$ cat config.mk
export PLATFORM = sky130hd
export DESIGN_NAME = demux1t4_32_flat
export DESIGN_NICKNAME = d
export VERILOG_FILES = /design/src/rtl/demux1t4_32_pkg.sv /design/src/rtl/demux1t4_32_if.sv /design/src/rtl/demux1t4_32_chan_fifo2.sv /design/src/rtl/demux1t4_32.sv /design/src/flat_wrapper.sv
export SDC_FILE = /design/constraint.sdc
export NUM_CORES = 1
export LEC_CHECK = 0
export ABC_AREA = 1
export CORE_UTILIZATION = 56
export DETAILED_ROUTE_END_ITERATION = 6
export PLACE_DENSITY = 0.95
export SLEW_MARGIN = 10
export SYNTH_ARGS = -nofsm -noshare
export SYNTH_HDL_FRONTEND = slang
export SYNTH_SLANG_ARGS = --single-unit
$ cat constraint.sdc
create_clock -name clk -period 5 [get_ports clk]
set_clock_uncertainty 0.05 [all_clocks]
set_input_delay 1 -clock clk [delete_from_list [all_inputs] [get_ports clk]]
set_output_delay 1 -clock clk [all_outputs]
set_load 0.03 [all_outputs]
$ cat src/rtl/demux1t4_32_pkg.sv
// Shared constants and types for the 1:4 word demultiplexer.
// Channel ids double as the in_sel encoding.
package demux1t4_32_pkg;
   localparam int DATA_W = 32;
   localparam int N_CH = 4;
   localparam int FIFO_DEPTH = 2;
   typedef logic [1:0] chan_id_t;
endpackage

$ cat src/rtl/demux1t4_32_if.sv
// Producer-side and consumer-side bundle of demux1t4_32.
// master = traffic generator / consumers, slave = the demux.
interface demux1t4_32_if #(
   parameter int WIDTH = demux1t4_32_pkg::DATA_W
);
   import demux1t4_32_pkg::*;

   logic             in_valid;
   logic             in_ready;
   logic [WIDTH-1:0] in_data;
   chan_id_t         in_sel;
   logic [N_CH-1:0]  out_valid;
   logic [N_CH-1:0]  out_ready;
   logic [WIDTH-1:0] out_data0;
   logic [WIDTH-1:0] out_data1;
   logic [WIDTH-1:0] out_data2;
   logic [WIDTH-1:0] out_data3;
   logic [2*N_CH-1:0] lvl;

   modport master (
      output in_valid, in_data, in_sel, out_ready,
      input  in_ready, out_valid, lvl,
      input  out_data0, out_data1, out_data2, out_data3
   );

   modport slave (
      input  in_valid, in_data, in_sel, out_ready,
      output in_ready, out_valid, lvl,
      output out_data0, out_data1, out_data2, out_data3
   );
endinterface

$ cat src/rtl/demux1t4_32_chan_fifo2.sv
// Two-entry channel FIFO with 1-bit pointers and a 2-bit count.
// No full-bypass: a push at full is refused even if the head pops.
module chan_fifo2
   import demux1t4_32_pkg::*;
#(
   parameter int WIDTH = DATA_W,
   parameter int DEPTH = FIFO_DEPTH
) (
   input  logic             clk,
   input  logic             rstn,
   input  logic             push,
   input  logic             pop,
   input  logic [WIDTH-1:0] wdata,
   output logic             full,
   output logic             valid,
   output logic [1:0]       count,
   output logic [WIDTH-1:0] head
);
   logic [WIDTH-1:0] mem [2];
   logic             wr_ptr;
   logic             rd_ptr;
   logic [1:0]       cnt;
   logic             do_push;
   logic             do_pop;

   assign full    = (cnt == 2'(DEPTH));
   assign valid   = (cnt != 2'd0);
   assign do_push = push & ~full;
   assign do_pop  = pop & valid;
   assign count   = cnt;
   assign head    = mem[rd_ptr];

   always_ff @(posedge clk or negedge rstn) begin
      if (!rstn) begin
         wr_ptr <= 1'b0;
         rd_ptr <= 1'b0;
         cnt    <= 2'd0;
      end else begin
         if (do_push) wr_ptr <= ~wr_ptr;
         if (do_pop)  rd_ptr <= ~rd_ptr;
         unique case ({do_push, do_pop})
            2'b10:   cnt <= cnt + 2'd1;
            2'b01:   cnt <= cnt - 2'd1;
            default: cnt <= cnt;
         endcase
      end
   end

   // Storage is left unreset; valid gates every read.
   always_ff @(posedge clk) begin
      if (do_push) mem[wr_ptr] <= wdata;
   end
endmodule

$ cat src/rtl/demux1t4_32.sv
// Routes one word per cycle to one of four buffered channels.
// in_ready only looks at the selected channel's fullness.
module demux1t4_32
   import demux1t4_32_pkg::*;
#(
   parameter int WIDTH = DATA_W,
   parameter int DEPTH = FIFO_DEPTH
) (
   input logic          clk,
   input logic          rstn,
   demux1t4_32_if.slave bus
);
   logic [N_CH-1:0]  full;
   logic [N_CH-1:0]  push;
   logic [N_CH-1:0]  valid;
   logic [1:0]       cnt  [N_CH];
   logic [WIDTH-1:0] head [N_CH];

   assign bus.in_ready = ~full[bus.in_sel];

   always_comb begin
      push = '0;
      for (int k = 0; k < N_CH; k++) begin
         push[k] = bus.in_valid & bus.in_ready &
                   (bus.in_sel == chan_id_t'(k));
      end
   end

   for (genvar k = 0; k < N_CH; k++) begin : g_ch
      chan_fifo2 #(
         .WIDTH (WIDTH),
         .DEPTH (DEPTH)
      ) u_fifo (
         .clk   (clk),
         .rstn  (rstn),
         .push  (push[k]),
         .pop   (bus.out_ready[k]),
         .wdata (bus.in_data),
         .full  (full[k]),
         .valid (valid[k]),
         .count (cnt[k]),
         .head  (head[k])
      );
   end

   assign bus.out_valid = valid;
   assign bus.lvl       = {cnt[3], cnt[2], cnt[1], cnt[0]};
   assign bus.out_data0 = head[0];
   assign bus.out_data1 = head[1];
   assign bus.out_data2 = head[2];
   assign bus.out_data3 = head[3];
endmodule
$ cat src/flat_wrapper.sv
// flat-port wrapper written by rule: the top's interface ports become plain ports
module demux1t4_32_flat import demux1t4_32_pkg::*;
#(
   parameter int WIDTH = DATA_W,
   parameter int DEPTH = FIFO_DEPTH
)
  (clk, rstn, bus_in_valid, bus_in_data, bus_in_sel, bus_out_ready, bus_in_ready, bus_out_valid, bus_lvl, bus_out_data0, bus_out_data1, bus_out_data2, bus_out_data3);
  demux1t4_32_if #(.WIDTH(WIDTH)) bus_i ();
  input logic clk;
  input logic rstn;
  input wire logic [$bits(bus_i.in_valid)-1:0] bus_in_valid;
  input wire logic [$bits(bus_i.in_data)-1:0] bus_in_data;
  input wire logic [$bits(bus_i.in_sel)-1:0] bus_in_sel;
  input wire logic [$bits(bus_i.out_ready)-1:0] bus_out_ready;
  output wire logic [$bits(bus_i.in_ready)-1:0] bus_in_ready;
  output wire logic [$bits(bus_i.out_valid)-1:0] bus_out_valid;
  output wire logic [$bits(bus_i.lvl)-1:0] bus_lvl;
  output wire logic [$bits(bus_i.out_data0)-1:0] bus_out_data0;
  output wire logic [$bits(bus_i.out_data1)-1:0] bus_out_data1;
  output wire logic [$bits(bus_i.out_data2)-1:0] bus_out_data2;
  output wire logic [$bits(bus_i.out_data3)-1:0] bus_out_data3;
  assign bus_i.in_valid = bus_in_valid;
  assign bus_i.in_data = bus_in_data;
  assign bus_i.in_sel = bus_in_sel;
  assign bus_i.out_ready = bus_out_ready;
  assign bus_in_ready = bus_i.in_ready;
  assign bus_out_valid = bus_i.out_valid;
  assign bus_lvl = bus_i.lvl;
  assign bus_out_data0 = bus_i.out_data0;
  assign bus_out_data1 = bus_i.out_data1;
  assign bus_out_data2 = bus_i.out_data2;
  assign bus_out_data3 = bus_i.out_data3;
  demux1t4_32 #(.WIDTH(WIDTH), .DEPTH(DEPTH)) u_core (.clk(clk), .rstn(rstn), .bus(bus_i));
endmodule
# Word level (Yosys, flattened, before mapping)
# Memories as Yosys holds them, arrays and structs flattened.
# Cells that the tools add are included.
# totals
n_memories	4
latchBits	0
in_bits	41
reg_bits	16
output_inout_bits	141
rom_bits	0
ram_bits	256
# classes
eq_ne	15
add_sub_neg	8
mux	14
bitwise_logic	26
reduce_logical	9
n_lt_le_gt_ge	1
div	0
shift	0
multipliers	0
# mem_list
memory	words	width	read_ports	rd_clocked_by_memory_dff	write_ports	line_no	text
u_core.g_ch[0].u_fifo.mem	2	32	1	0	1	demux1t4_32_chan_fifo2.sv:19	logic [WIDTH-1:0] mem [2];
u_core.g_ch[1].u_fifo.mem	2	32	1	0	1	demux1t4_32_chan_fifo2.sv:19	
u_core.g_ch[2].u_fifo.mem	2	32	1	0	1	demux1t4_32_chan_fifo2.sv:19	
u_core.g_ch[3].u_fifo.mem	2	32	1	0	1	demux1t4_32_chan_fifo2.sv:19	
# op_table
operator	n
$eq A2 B2 Y1 const B	10
$pmux W2 S2	4
$reduce_bool A2 Y1	8
$and A1 B1 Y1	13
$not A1 Y1	13
$eq A2 B1 Y1 const B	5
$mux W1	9
$add A2 B1 Y2 const B	4
$sub A2 B1 Y2 const B	4
$lt A2 B3 Y1 const B	1
$bmux W1 S2	1
$logic_not A2 Y1	1

# Longest topological paths before layout
# depth
ltp_word	9
depth_mapped	10

# Cells and area by module
# From an unflattened synthesis, not the netlist that was laid out.
# unflattened
cells_unflattened	817
area_unflattened_um2	10416.2
# by_module_without_submodules
mod	area_per_inst_um2	instances	cells_per_inst
chan_fifo2	2578.7	4	199
demux1t4_32	101.3	1	21

# Worst setup path before layout
# OpenSTA, ideal clock, no wires.
# synth_path
kind	input-to-reg
from	input port bus_in_sel[0]
to	memory u_core.g_ch[0].u_fifo.mem[1][0] in the netlist's numbering (enable)
required_time_ns	4.529
path_stages	7
slack_ns	1.563
setup_time_ns	0.421
arrival_time_ns	2.966
n_path_buf	0
cell_sequence	inv_1 > nor2_2 > nand2_1 > nand2_2 > nor2_8 > nand3_2 > nor2_1
# synth_between
elab_chain_cells	8
elab_cells_between_ends	9
classes_between	mux (4); bitwise (4); reduce/logical (1)
# synth_rtl
item	line_no	text
start, declared	flat_wrapper.sv:13	input wire logic [$bits(bus_i.in_sel)-1:0] bus_in_sel;
$bmux W1 S2	demux1t4_32.sv:19	assign bus.in_ready = ~full[bus.in_sel];
$mux W1 (implied by the code)	demux1t4_32.sv:19	
$not A1 Y1	demux1t4_32.sv:19	
net bus_in_ready	flat_wrapper.sv:15	output wire logic [$bits(bus_i.in_ready)-1:0] bus_in_ready;
$and A1 B1 Y1 (2 in series)	demux1t4_32.sv:24	push[k] = bus.in_valid & bus.in_ready &
$and A1 B1 Y1	demux1t4_32_chan_fifo2.sv:28	assign do_push = push & ~full;
$mux W1	demux1t4_32_chan_fifo2.sv:51	if (do_push) mem[wr_ptr] <= wdata;
$mux W1 (implied by the code)	demux1t4_32_chan_fifo2.sv:51	
end, declared	demux1t4_32_chan_fifo2.sv:19	
# The timed path passes the listed nets, and every way through them passes these cells. The select of a mux whose other input is x is not followed.

# Worst setup path after layout
# layout_path
from	register u_core.g_ch[3].u_fifo.rd_ptr
to	output port bus_out_data3[12]
# layout_between
elab_chain_cells	1
# layout_rtl
item	line_no	text
start, declared	demux1t4_32_chan_fifo2.sv:21	logic rd_ptr;
start signal, assigned	demux1t4_32_chan_fifo2.sv:40	if (do_pop) rd_ptr <= ~rd_ptr;
$mem_v2 Z2 W32	n/a	
end, declared	flat_wrapper.sv:21	output wire logic [$bits(bus_i.out_data3)-1:0] bus_out_data3;
# Every way passes these cells.

==> impl_metrics.py <==
metrics = {
    "floorplanning": {
        "core-area_sq_um": 17500,
        "dieArea_sq_um": 18800,
        "io_pins": 182,
        "die_h_um": 137,
        "die_w_um": 137,
        "start_util_pct": 58.1,
        "rows": 48,
    },
    "setup_path": {
        "path_class": "flip-flop to primary output",
        "crit_path_end_kind": "primary output",
        "worstPathMaxFanout": 33,
        "cp_data_arrival_time_ps": 3400,
        "worstPathRequired_ps": 3950,
        "start_kind": "flip-flop",
        "r2r_cells": 7,
    },
    "logic_synthesis": {
        "postSynthCellCount": 779,
        "synth_cell_types": 20,
        "ys_warn_count": 0,
        "ys_ff_latch": 272,
        "mappedNetlistArea_sq_um": 10200,
        "syn_nets": 824,
        "yosysSeqAreaShare_pct": 79.3,
        "synth_area_per_cell_sq_um": 13.1,
    },
    "drt": {
        "routed_wl_um": 23900,
        "ant_nets": 0,
        "wl_per_cell_um": 19.8,
        "num_vias": 6575,
        "drtIter0Drc": 708,
        "route.detailed.drc": 0,
        "routed_via_density": 5.45,
        "first_pass_iters": 5,
    },
    "sta": {
        "tns_ps": 0,
        "hold_viol_final": 0,
        "fin_crit_sh_pct": 89.0,
        "rsz0062_at_grt": "no",
        "drv_slew": 0,
        "setup_viol": 0,
        "fin_crit_ps": 4450,
        "hold_slack_ps": 418,
        "relSlewSlack_pct": 22.7,
        "max_clock_freq_ghz": 0.225,
        "worst_pin_slew_ps": 1150,
    },
    "place": {
        "place.detailed.hpwl_um": 14400,
        "gp_congestion": 0.791,
        "port_buffers": 181,
    },
    "clocking": {
        "h-tree-depth": 1,
        "cts_tree": "yes",
        "hold_buffers": 0,
        "clkLatencyLatePin_ps": 510,
        "cts.repair.resized": 0,
        "post_cts_buffers": 0,
        "cts_buffers": 26,
        "cts.sinks": 272,
        "clkTransAtPathRegs_ps": 60,
        "root_buffer": "clkbuf_16",
        "cts.path.max_buffers": 3,
    },
    "min_path": {
        "hold_depth": 2,
        "hp-class": "flip-flop to flip-flop",
    },
    "power_and_ir_drop": {
        "p_leak_nw": 5.08,
        "peakVddDrop_v": 0.000470,
        "powerDensity_nw_per_um2": 617,
    },
    "finish": {
        "area_growth_pct": 28.1,
        "drive_above_1_share_pct": 6.62,
        "final_common_cell": "nand2_1",
        "diodes": 0,
        "fin_nets": 1007,
        "multi_input_area_sq_um": 1900,
        "layout_common_cells": "nand2_1, edfxtp_1, clkdlybuf4s50_1",
        "seq_area_sq_um": 8090,
        "fillers": 1017,
    },
    "global_route": {
        "grt_max_degree": 34,
        "grt_pass1_wl_um": 35600,
        "gr-usage-all-layers_pct": 26.1,
        "grt_pass1_vias": 6466,
        "grt_overflow": 0,
        "antenna_found_initial": 0,
    },
    "job": {
        "drv_cap": 0,
    },
    "status": {
        "status": "finished, final reports clean",
    },
}
[final cells by class]
cell class | count | share of cell area, %
clock buffer | 34 | 5.38
clock inverter | 14 | 1.09
inverter | 23 | 0.661
multi-input combinational | 451 | 14.6
sequential | 272 | 61.9
tap | 225 | 2.16
timing repair buffer | 188 | 14.2
[per-layer routing]
layer	vias up	share of wire, %	GRT usage (%)
met2	418	52	45.6
met3	50	7.8	3.11
met1	3146	38	33.7
li1	2961	-	-
met5	-	0	0
met4	0	2.6	9.65
[worst paths after layout]
path | startpoint | slack, ps | end
min in group asynchronous | rstn | 860 | u_core.g_ch[2].u_fifo.count[1]
worst min register to register | u_core.g_ch[0].u_fifo.wr_ptr | 420 | u_core.g_ch[0].u_fifo.wr_ptr
worst max-delay path | u_core.g_ch[3].u_fifo.rd_ptr | 550 | bus_out_data3[12]
max in group asynchronous | rstn | 3580 | u_core.g_ch[3].u_fifo.wr_ptr
worst max register to register | u_core.g_ch[0].u_fifo.count[0] | 2520 | u_core.g_ch[0].u_fifo.mem[0][30]
worst min-delay path | u_core.g_ch[0].u_fifo.wr_ptr | 420 | u_core.g_ch[0].u_fifo.wr_ptr
[registers in the layout, indices dropped and copies added, names as in the netlist]
signal                     cells
u_core.g_ch.u_fifo.count       8
u_core.g_ch.u_fifo.rd_ptr      4
u_core.g_ch.u_fifo.mem       256
u_core.g_ch.u_fifo.wr_ptr      4
[logic make-up after synthesis]
| family | Yosys count | share of synthesized area (%) |
|---|---|---|
| DFF | 272 | 79.3 |
| xor gates and xnor gates | 12 | 1.03 |
| buffers and inverters | 56 | 2.32 |
| adders and majority gates | 4 | 0.491 |
| AOI/OAI and AO/OA | 8 | 0.393 |
| and+or+nand+nor | 427 | 16.4 |
[stage by stage]
step	cell area, sq um	instances	total power, mW	worst slack [ps]	utilization [%]
after global placement	12200	1159	6.05	1280	69.6
after detailed placement	12200	1159	6.14	1170	69.6
after global routing	13100	1207	8.35	441	74.5
after floorplan	10200	779	4.75	1560	-
after CTS	13100	1207	8.08	541	74.5
final	13100	1207	8.06	550	74.5
[cell usage after synthesis (all sizes together)]
master  count  area, sq um
inv        19         71.3
nand4       4         25.0
clkinv      4         15.0
o21ai       4         20.0
a21oi       4         20.0
dfrtp      16          400
edfxtp    256         7690
nor2       12         68.8
xor2        8         70.1
buf        13         75.1
or2         4         25.0
nand3       4         40.0
xnor2       4         35.0
ha          4         50.1
clkbuf     20         75.1
nand2     403         1520
[worst max-delay path, cell delays in order, from the launching register on]
cell             delay [ps]
dfrtp_1                 340
buf_4                   380
clkinv_1               1020
nand2_1                 360
nand2_1                 140
clkdlybuf4s50_1         630
[power by group]
part | total, mW | switching (mW) | internal [mW]
clock | 1.93 | 0.789 | 1.14
combinational | 3.32 | 2.20 | 1.13
sequential | 2.80 | 0.0890 | 2.71
(Power assumes the default switching activity.)
